### config.mk
export PLATFORM = sky130hd
export DESIGN_NAME = exec_controller
export DESIGN_NICKNAME = d
export VERILOG_FILES = /design/src/rtl/simple_pkg.sv /design/src/rtl/exec_wait_timer.sv /design/src/rtl/exec_controller.sv
export SDC_FILE = /design/constraint.sdc
export NUM_CORES = 1
export LEC_CHECK = 0
export ABC_AREA = 0
export CAP_MARGIN = 30
export CORE_UTILIZATION = 44
export DETAILED_ROUTE_END_ITERATION = 16
export GPL_TIMING_DRIVEN = 0
export PLACE_DENSITY = 0.75
export SYNTH_ARGS = -nofsm -noshare
export SYNTH_HDL_FRONTEND = slang
export SYNTH_SLANG_ARGS = --single-unit
### constraint.sdc
create_clock -name clock -period 2 [get_ports clock]
set_clock_uncertainty 0.05 [all_clocks]
set_input_delay 0.4 -clock clock [delete_from_list [all_inputs] [get_ports clock]]
set_output_delay 0.4 -clock clock [all_outputs]
set_load 0.02 [all_outputs]
### src/rtl/simple_pkg.sv
// Shared types and constants for the execution sequencer: FSM state encoding,
// phase bit positions, and the width of the memory wait timer.
package simple_pkg;

  typedef enum logic [2:0] {
    ST_IDLE   = 3'd0,
    ST_RUN    = 3'd1,
    ST_STEP   = 3'd2,
    ST_HALTED = 3'd3,
    ST_FAULT  = 3'd4
  } exec_state_t;

  localparam int PH_P0 = 0;
  localparam int PH_P1 = 1;
  localparam int PH_P2 = 2;
  localparam int PH_P3 = 3;

  // Wide enough for the largest tolerated timeout (255).
  localparam int WAIT_CNT_W = 8;

  function automatic logic is_active(exec_state_t s);
    return (s == ST_RUN) || (s == ST_STEP);
  endfunction

endpackage

### src/rtl/exec_wait_timer.sv
// Counts consecutive memory wait cycles while the core is executing and flags
// the cycle on which the wait has lasted longer than the tolerated limit.
module exec_wait_timer
  import simple_pkg::*;
#(
  parameter int MEM_TIMEOUT = 15
) (
  input  logic clock,
  input  logic reset,
  input  logic enable_i,
  input  logic mem_wait_i,
  output logic timeout_o
);

  logic [WAIT_CNT_W-1:0] wait_cnt_q;
  logic [WAIT_CNT_W-1:0] wait_cnt_d;
  logic                  counting;

  assign counting = enable_i & mem_wait_i;

  // Any cycle without a pending wait, or outside RUN/STEP, restarts the count.
  always_comb begin
    wait_cnt_d = '0;
    if (counting) begin
      wait_cnt_d = wait_cnt_q + 1'b1;
    end
  end

  always_ff @(posedge clock) begin
    if (reset) begin
      wait_cnt_q <= '0;
    end else begin
      wait_cnt_q <= wait_cnt_d;
    end
  end

  assign timeout_o = counting & (wait_cnt_q == WAIT_CNT_W'(MEM_TIMEOUT));

endmodule

### src/rtl/exec_controller.sv
// Run/stop/single-step sequencer for the 4-phase core: drives the phase counter
// stall, counts retired instructions and traps memory wait timeouts.
//
//   state   | meaning
//   --------+----------------------------------------------------------
//   IDLE    | stopped at an instruction boundary, phase held
//   RUN     | executing continuously until stop or HALT
//   STEP    | executing one instruction, then back to IDLE
//   HALTED  | HALT retired; only reset leaves
//   FAULT   | memory wait exceeded the limit; only reset leaves
module exec_controller
  import simple_pkg::*;
#(
  parameter int COUNT_W     = 16,
  parameter int MEM_TIMEOUT = 15
) (
  input  logic               clock,
  input  logic               reset,
  input  logic               start,
  input  logic               stop,
  input  logic               step,
  input  logic [4:0]         phase,
  input  logic               halt_req,
  input  logic               mem_req,
  input  logic               mem_ready,
  output logic               stall,
  output logic               running,
  output logic               halted,
  output logic               fault,
  output logic [COUNT_W-1:0] instr_count
);

  exec_state_t        state_q, state_d;
  logic               stop_pend_q, stop_pend_d;
  logic [COUNT_W-1:0] count_q, count_d;

  logic active;
  logic mem_wait;
  logic at_p3;
  logic boundary;
  logic timeout;

  assign active   = is_active(state_q);
  assign mem_wait = mem_req & ~mem_ready;
  // Only a clean one-hot P3 marks the last phase; stray bits give no boundary.
  assign at_p3    = (phase == 5'(1 << PH_P3));
  assign stall    = ~active | mem_wait;
  assign boundary = active & ~mem_wait & at_p3;

  exec_wait_timer #(
    .MEM_TIMEOUT (MEM_TIMEOUT)
  ) u_wait_timer (
    .clock      (clock),
    .reset      (reset),
    .enable_i   (active),
    .mem_wait_i (mem_wait),
    .timeout_o  (timeout)
  );

  always_comb begin
    state_d     = state_q;
    stop_pend_d = stop_pend_q;
    count_d     = count_q;

    if (boundary) begin
      count_d = count_q + 1'b1;
    end

    case (state_q)
      ST_IDLE: begin
        if (start) begin
          state_d = ST_RUN;
        end else if (step) begin
          state_d = ST_STEP;
        end
      end
      ST_RUN: begin
        if (timeout) begin
          state_d = ST_FAULT;
        end else if (boundary && halt_req) begin
          state_d = ST_HALTED;
        end else if (boundary && (stop_pend_q || stop)) begin
          state_d = ST_IDLE;
        end else if (stop) begin
          stop_pend_d = 1'b1;
        end
      end
      ST_STEP: begin
        if (timeout) begin
          state_d = ST_FAULT;
        end else if (boundary && halt_req) begin
          state_d = ST_HALTED;
        end else if (boundary) begin
          state_d = ST_IDLE;
        end
      end
      ST_HALTED: state_d = ST_HALTED;
      ST_FAULT:  state_d = ST_FAULT;
      default:   state_d = ST_IDLE;
    endcase

    // A pending stop belongs to the current run only.
    if (state_d != ST_RUN) begin
      stop_pend_d = 1'b0;
    end
  end

  always_ff @(posedge clock) begin
    if (reset) begin
      state_q     <= ST_IDLE;
      stop_pend_q <= 1'b0;
      count_q     <= '0;
    end else begin
      state_q     <= state_d;
      stop_pend_q <= stop_pend_d;
      count_q     <= count_d;
    end
  end

  assign running     = active;
  assign halted      = (state_q == ST_HALTED);
  assign fault       = (state_q == ST_FAULT);
  assign instr_count = count_q;

endmodule

# Word-level counts from Yosys, hierarchy flattened
# Index checks and enable logic that the tools add are counted.
[totals]
output_inout_bits = 20
reg_bits = 28
in_bits = 13
wordCells = 43
[classes]
bitwise = 13
eq_ne = 7
reduce_logical = 8
mux = 9
n_addsub = 2
[op_table]
columns = ["op", "count"]
rows = [
  ["$mux 3", 8],
  ["$add 16x1->16 const B", 1],
  ["$pmux 3 s5", 1],
  ["$add 8x1->8 const B", 1],
  ["$eq 8x4->1 const B", 1],
  ["$not 1->1", 7],
  ["$eq 3x2->1 const B", 2],
  ["$and 1x1->1", 5],
  ["$eq 5x4->1 const B", 1],
  ["$reduce_and 5->1", 1],
  ["$reduce_or 2->1", 2],
  ["$eq 3x1->1 const B", 1],
  ["$eq 3x3->1 const B", 1],
  ["$logic_not 3->1", 1],
  ["$ne 3x1->1 const B", 1],
  ["$logic_and 1x1->1", 2],
  ["$logic_or 1x1->1", 2],
  ["$or 1x1->1", 1],
]

# Logic depth before layout (Yosys ltp)
[depth]
ltp_word = 12
depth_mapped = 8
depth_no_buf = 6

# Cells and area by module
# A second synthesis with hierarchy kept.
[unflattened]
cells_unflattened = 175
area_unflattened_um2 = 1441.4
[by_module_without_submodules]
columns = ["module", "seq_area_each_um2", "area_per_inst_um2", "cells_per_inst", "n_inst"]
rows = [
  ["exec_controller", 400.4, 1096.1, 138, 1],
  ["exec_wait_timer", 160.2, 345.3, 37, 1],
]

# Worst setup path before layout
# OpenSTA, ideal clock, no wires.
[synth_timing]
kind = "input-to-reg"
start = "in mem_ready"
end = "reg count_q[15] (netlist: instr_count[15])"
arrival_ns = 1.955
setup_time_ns = 0.070
required_ns = 1.880
path_stages = 8
path_slack_ns = -0.075
n_path_buf = 2
cell_sequence = "nand2b_1 and3_1 buf_6 inv_4 or4_1 clkbuf_2 or3_1 a21oi_1"
[synth_between]
elab_chain_cells = 5
[synth_lines]
columns = ["item", "line", "rtl"]
rows = [
  ["start: declaration", "exec_controller.sv:25", "input logic mem_ready,"],
  ["$not 1->1", "exec_controller.sv:44", "assign mem_wait = mem_req & ~mem_ready;"],
  ["$and 1x1->1", "exec_controller.sv:44", ""],
  ["$not 1->1", "exec_controller.sv:48", "assign boundary = active & ~mem_wait & at_p3;"],
  ["$and 1x1->1 (2 in series)", "exec_controller.sv:48", ""],
  ["end signal: assignment", "exec_controller.sv:116", "count_q <= count_d;"],
  ["end: declaration", "exec_controller.sv:35", "logic [COUNT_W-1:0] count_q, count_d;"],
]
# No other way between the ends.
# A chain may end at the register's enable or synchronous reset.

# Final worst setup path
[layout_timing]
start = "reg state_q[1]"
end = "out halted"
[layout_between]
elab_chain_cells = 1
[layout_lines]
columns = ["item", "line", "rtl"]
rows = [
  ["start: declaration", "exec_controller.sv:33", "exec_state_t state_q, state_d;"],
  ["start signal: assignment", "exec_controller.sv:114", "state_q <= state_d;"],
  ["$eq 3x2->1", "exec_controller.sv:121", "assign halted = (state_q == ST_HALTED);"],
  ["end: declaration", "exec_controller.sv:28", "output logic halted,"],
]
# No other way between the ends.

==> out/metrics.yaml <==
drc: 2
fin_total_pwr_w: 0.00113
htreeDepth: 1
io_pins: 33
first_iter_violations: 64
ys_top_cells_by_area: "dfxtp_1, nor2_1, xnor2_1, and3_1, a21oi_1"
slowest_delay_ps: 400
setup_viol_count_final: 0
die_area_um2: 3340
crit_buf_inv: 1
grt_overflow: 0
slew-limit-headroom: 0.666
finalMaxSlewViolations: 0
worstPathCellList: "and2_2 -> and2_1 -> dlygate4sd2_1"
synth_cell_types: 41
rows: 19
clk_path_buf_depth: 2
max_cap_viol_count: 0
cts_sinks: 28
leakage_nw: 0.762
path_class: "flop to primary output"
cp.arrival_ps: 1490
syn_nets: 180
grt_pass1_vias: 1347
ys.flop_type: "dfxtp_1"
yosysTopAreaCell: "dfxtp_1"
antenna_cells: 0
vias: 1417
p_comb_frac: 0.153
worstPathRequired_ps: 1550
synth_top_area_share: 0.409
clk_pin_slew_ps: 160
netlist_instances: 165
rsz0062_at_grt: "true"
critical_path.startpoint_type: "flop"
cp-end-kind: "primary output"
synth_area_um2: 1370
via_per_inst: 5.78
finalHoldViolCount: 0
finalSetupTns_ps: 0
grt_first_pass_wirelength_um: 5990
ctsHoldBuffers: 0
fmax_mhz: 515
cts-root-buf: "clkbuf_4"
pwr-share-seq: 0.507
wl_um: 3600
antenna_found_initial: 0
chipHeight_um: 57.8
area_growth_pct: 43.5
violations: "design-rule violations"
cts_tree: "done"
yosys_register_bits: 28
slowest_stage: "dfxtp_4"
switchingPower_w: 0.000276
worst_slew_pin_slew_ps: 501
ant_nets: 0
hp-start: "u_wait_timer.wait_cnt_q[0]$_SDFF_PP0_"
grtUsageTotal: 0.231
dp_hpwl_um: 2410
clock_latency_ps: 350
initial_core_util: 0.480
die_w_um: 57.8
place.port_buffers: 32
min_period_ps: 1940
final_cell_mix: "nor2_1, clkdlybuf4s50_1, dfxtp_1"
fin_nets: 230
r2r-start: "state_q[1]$_SDFF_PP0_"
yosysSeqAreaShare: 0.409
max-vdd-ir-drop_mv: 0.732
hold_class: "flop to flop"
powerDensity_nw_per_um2: 574
p_sw_frac: 0.245
p_int_w: 0.000852
yosys_warnings: 0
syn-mean-instance-area_um2: 8.30
drive_gt1_frac: 0.201
synth_async_sr_flop_share: 0
path_max_fanout: 5
status: "complete, but fails checks"
gp_congestion: 0.872
detail_route.wl_per_cell_um: 14.7
synth_edf_count: 0
finalCritPeriodShare: 0.970
drt_pre_antenna_iters: 10
grt_max_degree: 17
core_area_um2: 2850
cp-startpoint: "state_q[1]$_SDFF_PP0_"
power_frac_clock: 0.339
crit_family: "simple AND/OR/NAND/NOR gates"
cts_buffers: 3
layout make-up:
class,instances,area [um^2]
buffer,2,7.51
tap,31,38.8
sequential,28,576
inverter,8,35.0
fill,239,887
clock inverter,1,30.0
multi-input combinational,125,836
timing repair buffer,47,420
clock buffer,3,22.5
synth_stat cells, types with 3 or more instances:
library cell	count
dfxtp_1	28
nor2_1	24
nand2_1	11
xnor2_1	10
a21oi_1	9
and3_1	8
inv_1	7
nand3_1	7
nor3_1	5
nor4_1	5
xor2_1	5
and2_1	4
o21ai_0	4
or3_1	4
nand4_1	3
or4_1	3
cells by family (layout without fill, tap and decap cells):
family	count (synthesis)	in the layout	synth area share
AND/OR/NAND/NOR	81	81	0.304
flip-flops	28	28	0.409
AO/OA/AOI/OAI	25	25	0.116
XOR/XNOR	15	15	0.0959
buffers and inverters	12	61	0.0411
adder cells (fa/ha/maj)	2	2	0.0183
multiplexers	2	2	0.0155
state kept, by name (all words and copies together) (netlist names):
signal                   count
state_q                      3
u_wait_timer.wait_cnt_q      8
stop_pend_q                  1
instr_count                 16
stage by stage:
step | hold WS, ps | worst slack [ps] | utilization | cell area [um^2] | instances
floorplan | 363 | -15.9 | - | 1410 | 165
global placement | 371 | -568 | 0.619 | 1770 | 228
detailed placement | 387 | -599 | 0.619 | 1770 | 228
CTS | 416 | -1.70 | 0.671 | 1920 | 242
global route | 456 | -9.07 | 0.689 | 1970 | 245
finish | 411 | 60.0 | 0.689 | 1970 | 245
worst reg2reg max path: stages, from the launching register on:
cell and delay [ps]:
dfxtp_4 420, xor2_1 160, and3_4 230, inv_6 50, or4_4 460, or3_4 390
a21oi_2 130
layer usage:
layer	GRT usage	share of wire	wire, um	vias to the layer above
met5	0	0	0	-
met2	0.404	0.49	1770	60
li1	-	-	-	686
met3	0.0558	0.061	221	12
met4	0.0816	0.020	73	0
met1	0.275	0.43	1530	659
power groups by stage:
| stage | combinational (W) | clock, W | sequential (W) |
|---|---|---|---|
| floorplan | 0.0000835 | 0 | 0.000582 |
| global placement | 0.000138 | 0 | 0.000583 |
| detailed placement | 0.000140 | 0 | 0.000584 |
| CTS | 0.000153 | 0.000387 | 0.000571 |
| global route | 0.000184 | 0.000416 | 0.000575 |
| finish | 0.000173 | 0.000383 | 0.000573 |
what timing repair did:
item | 4_1_cts | 5_1_grt
hold endpoints to repair | 0 | 0
endpoints found under the setup margin | 10 | 10
pin swaps | 6 | 3
buffers inserted | 11 | 4
gates resized for setup | 27 | 12
worst paths after layout:
path | to | slack (ps) | cells after the start
setup reg to reg | instr_count[13]$_SDFFE_PP0N_ | 70 | 6
hold / removal | u_wait_timer.wait_cnt_q[0]$_SDFF_PP0_ | 410 | 1
setup / recovery | halted | 60 | 3
hold reg to reg | u_wait_timer.wait_cnt_q[0]$_SDFF_PP0_ | 410 | 1
Note: power is estimated with default switching activity, not from simulation.
